**config.mk**
```make
export PLATFORM = sky130hd
export DESIGN_NAME = snake_body_engine
export DESIGN_NICKNAME = d
export VERILOG_FILES = /design/src/rtl/snake_body_engine.sv
export SDC_FILE = /design/constraint.sdc
export NUM_CORES = 2
export LEC_CHECK = 0
export CAP_MARGIN = 5
export CORE_ASPECT_RATIO = 0.5
export CORE_UTILIZATION = 40
export CTS_BUF_LIST = sky130_fd_sc_hd__clkbuf_16
export DETAILED_ROUTE_END_ITERATION = 7
export DONT_BUFFER_PORTS = 1
export PLACE_DENSITY_LB_ADDON = 0.2
export SLEW_MARGIN = 20
export SYNTH_ARGS = -nofsm -noshare
export SYNTH_HDL_FRONTEND = slang
export SYNTH_SLANG_ARGS = --single-unit
export TNS_END_PERCENT = 10
```
**constraint.sdc**
```tcl
create_clock -name clk -period 18.3 [get_ports clk]
set_input_delay 1.83 -clock clk [delete_from_list [all_inputs] [get_ports clk]]
set_output_delay 1.83 -clock clk [all_outputs]
set_load 0.05 [all_outputs]
```
**src/rtl/snake_body_engine.sv**
```systemverilog
// snake_body_engine: snake head plus MAX_LEN-deep body shift register.
// Grows on request up to MAX_LEN, ignores reversals, detects wall and
// self collisions, and produces registered head/body hit flags for the
// pixel colour mux.
// Optional macro WRAP_EN: moves past an edge wrap to the opposite edge
// instead of being blocked, and wall_hit stays 0.

module snake_body_engine #(
   parameter int  CELL     = 5,
   parameter int  BIT      = 10,
   parameter int  MAX_LEN  = 16,
   parameter int  INIT_LEN = 4,
   parameter int  X_START  = 320,
   parameter int  Y_START  = 240,
   parameter int  SCREEN_W = 640,
   parameter int  SCREEN_H = 480,
   localparam int LW       = $clog2(MAX_LEN + 1)
) (
   input  logic           clk,
   input  logic           reset,
   input  logic           update,
   input  logic [2:0]     direction,
   input  logic           grow,
   input  logic [1:0]     game_state,
   input  logic [BIT-1:0] x_pos,
   input  logic [BIT-1:0] y_pos,
   output logic           snake_head_active,
   output logic           snake_body_active,
   output logic           self_hit,
   output logic           wall_hit,
   output logic [LW-1:0]  length,
   output logic [2:0]     rgb
);

   localparam logic [2:0]     DIR_IDLE  = 3'd0;
   localparam logic [2:0]     DIR_UP    = 3'd1;
   localparam logic [2:0]     DIR_DOWN  = 3'd2;
   localparam logic [2:0]     DIR_LEFT  = 3'd3;
   localparam logic [2:0]     DIR_RIGHT = 3'd4;
   localparam logic [1:0]     GS_PLAY   = 2'd1;
   localparam logic [1:0]     GS_OVER   = 2'd3;
   localparam logic [BIT:0]   CELL_E    = (BIT+1)'(CELL);
   localparam logic [BIT:0]   W_E       = (BIT+1)'(SCREEN_W);
   localparam logic [BIT:0]   H_E       = (BIT+1)'(SCREEN_H);
   localparam logic [BIT-1:0] CELL_B    = BIT'(CELL);
   localparam logic [BIT-1:0] OFF_X     = BIT'(SCREEN_W + CELL);
   localparam logic [BIT-1:0] OFF_Y     = BIT'(SCREEN_H + CELL);

   logic [BIT-1:0] hx_q, hy_q;
   logic [BIT-1:0] segx_q [MAX_LEN];
   logic [BIT-1:0] segy_q [MAX_LEN];
   logic [LW-1:0]  len_q, len_d;
   logic           grow_pend_q, grow_pend_d;
   logic [2:0]     last_dir_q, last_dir_d;
   logic           head_act_q, head_act_d;
   logic           body_act_q, body_act_d;
   logic           self_hit_q, self_hit_d;
   logic           wall_hit_q, wall_hit_d;

   logic [2:0]     dir_dec, eff_dir;
   logic           reversal, accept, edge_out, blocked, move, growing, hit;
   logic [LW-1:0]  limit;
   logic [BIT:0]   hx_e, hy_e;
   logic [BIT-1:0] nx, ny;

   // Box test of a pixel against a CELL x CELL square, one bit wider so sums never wrap.
   function automatic logic in_cell(input logic [BIT-1:0] px, input logic [BIT-1:0] py,
                                    input logic [BIT-1:0] cx, input logic [BIT-1:0] cy);
      logic [BIT:0] pxe, pye, cxe, cye;
      pxe = {1'b0, px};
      pye = {1'b0, py};
      cxe = {1'b0, cx};
      cye = {1'b0, cy};
      return (pxe >= cxe) && (pxe < cxe + CELL_E) && (pye >= cye) && (pye < cye + CELL_E);
   endfunction

   // Direction filtering, next head, edge handling and collision checks.
   always_comb begin
      dir_dec  = (direction >= DIR_UP && direction <= DIR_RIGHT) ? direction : DIR_IDLE;
      reversal = (dir_dec == DIR_UP    && last_dir_q == DIR_DOWN)  ||
                 (dir_dec == DIR_DOWN  && last_dir_q == DIR_UP)    ||
                 (dir_dec == DIR_LEFT  && last_dir_q == DIR_RIGHT) ||
                 (dir_dec == DIR_RIGHT && last_dir_q == DIR_LEFT);
      eff_dir  = reversal ? last_dir_q : dir_dec;
      accept   = (game_state == GS_PLAY) && update && (eff_dir != DIR_IDLE);
      hx_e     = {1'b0, hx_q};
      hy_e     = {1'b0, hy_q};
      nx       = hx_q;
      ny       = hy_q;
      edge_out = 1'b0;
      case (eff_dir)
         DIR_UP:    begin edge_out = hy_e < CELL_E;                ny = hy_q - CELL_B; end
         DIR_DOWN:  begin edge_out = hy_e + CELL_E > H_E - CELL_E; ny = hy_q + CELL_B; end
         DIR_LEFT:  begin edge_out = hx_e < CELL_E;                nx = hx_q - CELL_B; end
         DIR_RIGHT: begin edge_out = hx_e + CELL_E > W_E - CELL_E; nx = hx_q + CELL_B; end
         default:   edge_out = 1'b0;
      endcase
`ifdef WRAP_EN
      if (edge_out) begin
         case (eff_dir)
            DIR_UP:    ny = BIT'(SCREEN_H - CELL);
            DIR_DOWN:  ny = '0;
            DIR_LEFT:  nx = BIT'(SCREEN_W - CELL);
            DIR_RIGHT: nx = '0;
            default:   ;
         endcase
      end
      blocked = 1'b0;
`else
      blocked = edge_out;
`endif
      move    = accept && !blocked;
      growing = (grow_pend_q || grow) && (len_q < LW'(MAX_LEN));
      // A growing snake keeps its tail, so the tail cell stays occupied.
      limit   = growing ? len_q : len_q - LW'(1);
      hit     = 1'b0;
      for (int i = 0; i < MAX_LEN; i++) begin
         if (LW'(i) < limit && segx_q[i] == nx && segy_q[i] == ny) hit = 1'b1;
      end

      self_hit_d  = move && hit;
      wall_hit_d  = accept && blocked;
      len_d       = (move && growing) ? len_q + LW'(1) : len_q;
      grow_pend_d = move ? 1'b0 : (grow_pend_q || grow);
      last_dir_d  = (accept && !reversal) ? eff_dir : last_dir_q;
   end

   // Pixel hit flags from the current (pre-move) positions.
   always_comb begin
      head_act_d = in_cell(x_pos, y_pos, hx_q, hy_q);
      body_act_d = 1'b0;
      for (int i = 0; i < MAX_LEN; i++) begin
         if (LW'(i) < len_q && in_cell(x_pos, y_pos, segx_q[i], segy_q[i])) body_act_d = 1'b1;
      end
   end

   // Snake state; GAME_OVER restarts exactly like reset.
   always_ff @(posedge clk) begin
      if (reset || game_state == GS_OVER) begin
         hx_q        <= BIT'(X_START);
         hy_q        <= BIT'(Y_START);
         for (int i = 0; i < MAX_LEN; i++) begin
            segx_q[i] <= OFF_X;
            segy_q[i] <= OFF_Y;
         end
         len_q       <= LW'(INIT_LEN);
         grow_pend_q <= 1'b0;
         last_dir_q  <= DIR_IDLE;
         head_act_q  <= 1'b0;
         body_act_q  <= 1'b0;
         self_hit_q  <= 1'b0;
         wall_hit_q  <= 1'b0;
      end else begin
         len_q       <= len_d;
         grow_pend_q <= grow_pend_d;
         last_dir_q  <= last_dir_d;
         head_act_q  <= head_act_d;
         body_act_q  <= body_act_d;
         self_hit_q  <= self_hit_d;
         wall_hit_q  <= wall_hit_d;
         if (move) begin
            hx_q      <= nx;
            hy_q      <= ny;
            segx_q[0] <= hx_q;
            segy_q[0] <= hy_q;
            for (int i = 1; i < MAX_LEN; i++) begin
               segx_q[i] <= segx_q[i-1];
               segy_q[i] <= segy_q[i-1];
            end
         end
      end
   end

   assign snake_head_active = head_act_q;
   assign snake_body_active = body_act_q;
   assign self_hit          = self_hit_q;
   assign wall_hit          = wall_hit_q;
   assign length            = len_q;
   assign rgb               = 3'b010;

endmodule

```
==> metrics.md <==
| Metric | Value |
|---|---|
| Power density over the cells | roughly 57 nW/um^2 |
| Clock Skews | between 0.02 and 0.025 ns |
| Post-route setup TNS | 0 ns |
| EDFF count, synth | 320 |
| Vias in the first global route | approximately 31,000 |
| Largest net degree at the start of global routing | 82 |
| CTS-repair resized insts | 0 |
| Post-Syn Area | roughly 37,000 sq um |
| CP Capture Type | register |
| Hold crit path type | reg -> reg |
| First DRT Iteration DRCs | between 2,000 and 2,500 |
| Total iterations of the first detailed-routing run | 5 |
| Vias | ~31,000 |
| Primary FF master, synth | edfxtp_1 |
| DP Area | a little under 40,000 sq um |
| Worst R2R Start | hy_q[0]$_SDFFE_PP0P_ |
| Post-route cell area | around 40,000 sq um |
| Top cells by area, synth | edfxtp_1 26%, ha_1 24%, xnor2_1 13%, inv_1 3.7%, nand2_1 3.0% |
| CTS root buf | clkbuf_16 |
| WP data arrival | between 6 and 7 ns |
| Initial Util | around 41% |
| Row Count | slightly below 80 |
| Synth cell types | slightly below 100 |
| Fin. Hold Viols | 0 |
| # DRC | 0 |
| Post-synth ARST share | 0% |
| Gpl congestion | ~1.0 |
| Die Wd | 435 microns |
| H-tree levels | 2 |
| Tmin final | 5.87 ns |
| Final ANT Viol Nets | 0 |
| Dpl hpwl | between 80 and 90 mm |
| Clk sinks | approximately 350 |
| Worst IR Drop VDD | 0.0000507 V |
| IO Pins | 41 |
| Setup-failing EPs final | 0 |
| Final worst-path cycle share | 32.1% |
| PortBufs | 0 |
| Slew headroom | between 10% and 20% |
| Final core occ | 43.9% |
| First-pass GRT wire length | between 150 and 200 mm |
| Total track usage | approximately 24% |
| Skew-Pair Late Insertion Delay | roughly 0.60 ns |
| Height of the die | 218 microns |
| Sequential fraction of the synthesis area | a little over a quarter |
| Hold_ws | 0.598 ns |
| GRT overflow | 0 |
| #FFs+latches synth | approximately 350 |
| Critical path class | in -> reg |
| Synth top area share | 25.6% |
| Syn_area_per_cell | 9.16 sq um |
| Fraction of final layout cells sized beyond drive strength 1 | under 10% |
| Initial antenna violation count | 1 |
| Commonest non-fill, non-tap cell in the layout | ha_1 |
| FMAX | ~170 MHz |
| Worst Tran Pin Value | about 1.3 ns |
| CORE AREA | a little over 90,000 sq um |
| Num CTS Buffers | 40 |
| Max Transition Viols Final | 0 |
| Worst hold start | hy_q[1]$_SDFFE_PP0P_ |
| Clock tree buffer depth | 3 |
| Crit-path max FO | 76 |
| Setup crit start | direction[1] |
| Cts-stage hold buffer count | 0 |
| CP Launch Type | input port |
| Area Overhead vs Synth | 7.30% |
| Worst EP required | between 15 and 20 ns |
| Cells after Synth | 4,093 |
| Most frequent cells in the layout | 721 x ha_1, 549 x xnor2_1, 377 x inv_1 |
| Status | finished, final reports clean |
| Drt wl/cell | approximately 22 microns |
| Area leader, netlist | edfxtp_1 |
| Leak | ~17 nW |
| Clock-pin slew on the worst setup and hold paths | ~0.070 ns |
| Die area | ~95,000 sq um |
| Total power | 2.31 mW |
| RSZ-0062 raised after global routing | false |
| Final wirelength | 117 mm |
| Ys Warns | 0 |
| Post-layout nets | 4,812 |
| CTS tree | done |
| Max_cap viols | 0 |
| Postcts setup bufs | 0 |
| Via density | about 5.7 |
| Number of diodes | 0 |
-- metrics by stage --
stage / cells / setup slack [ns]
floorplan: 4094 / 6.39
detailed placement: 5259 / 11.60
CTS: 5329 / 12.22
global route: 5330 / 12.11
global placement: 5259 / 11.63
finish: 5330 / 12.43
-- metal layers --
metal,GRT usage (%),wire [microns]
met1,29.4,49500
met2,43.0,55900
met3,4.17,7460
met4,8.78,3960
met5,1.21,159
-- final timing paths --
kind,to,depth (start not counted),slack [ns]
worst max-delay path,segx_q[3][39]$_SDFFCE_PP1P_,8,12.43
worst min-delay path,hy_q[1]$_SDFFE_PP0P_,2,0.60
worst max register to register,segx_q[3][39]$_SDFFCE_PP1P_,12,12.56
worst min register to register,hy_q[1]$_SDFFE_PP0P_,2,0.60
-- cell families after synthesis --
kind of cell,share of synthesized area [%]
mux,0.247
xor+xnor,14.6
other cells,0.0200
simple gates,13.5
buf+inv,5.30
fa+ha+maj,24.1
compound gates,14.9
flops,27.4
-- synth_stat cells, drive strengths merged, types with 9 or more instances --
| cell type | number |
|---|---|
| o211ai | 41 |
| a31oi | 16 |
| a21o | 21 |
| o2111ai | 47 |
| ha | 721 |
| edfxtp | 320 |
| inv | 370 |
| clkinv | 17 |
| a22oi | 9 |
| nor3 | 105 |
| clkbuf | 60 |
| o32ai | 10 |
| a211oi | 37 |
| a21boi | 33 |
| or3 | 11 |
| xnor2 | 557 |
| a21oi | 200 |
| o221ai | 9 |
| nor2 | 292 |
| nand2 | 296 |
| nand2b | 48 |
| dfxtp | 33 |
| o22ai | 15 |
| buf | 55 |
| nand4 | 55 |
| o21ai | 208 |
| xor2 | 37 |
| o21a | 108 |
| nor4 | 68 |
| a2111oi | 20 |
| nor2b | 53 |
| nand3 | 95 |
-- power breakdown --
| group | internal (mW) | switching, mW | total [mW] |
|---|---|---|---|
| combinational | 0.217 | 0.306 | 0.524 |
| clock | 0.465 | 0.378 | 0.843 |
| sequential | 0.909 | 0.0340 | 0.943 |
-- critical path, cell delays in order --
cell,delay (ns)
or3b_1,0.50
a211oi_1,0.68
inv_1,0.20
nor4_4,0.34
nand2b_4,0.74
buf_4,0.49
buf_16,0.32
buf_4,0.80
-- state kept, by name (all words and copies together), names as in the netlist --
register and cells:
segx_q 160, self_hit 1, snake_head_active 1, grow_pend_q 1, last_dir_q 3, length 5, segy_q 160, snake_body_active 1
hy_q 10, wall_hit 1, hx_q 10
-- area by class of cell --
cell class	instances	area, sq um
fillers	8849	51500
well taps	1240	1550
repair buffers	41	328
clock buffers	41	1030
inverters	387	1450
flip-flops and latches	353	10300
multi-input cells	3239	25400
clock inverters	29	254
No activity file was read; power rests on OpenSTA's default activity.
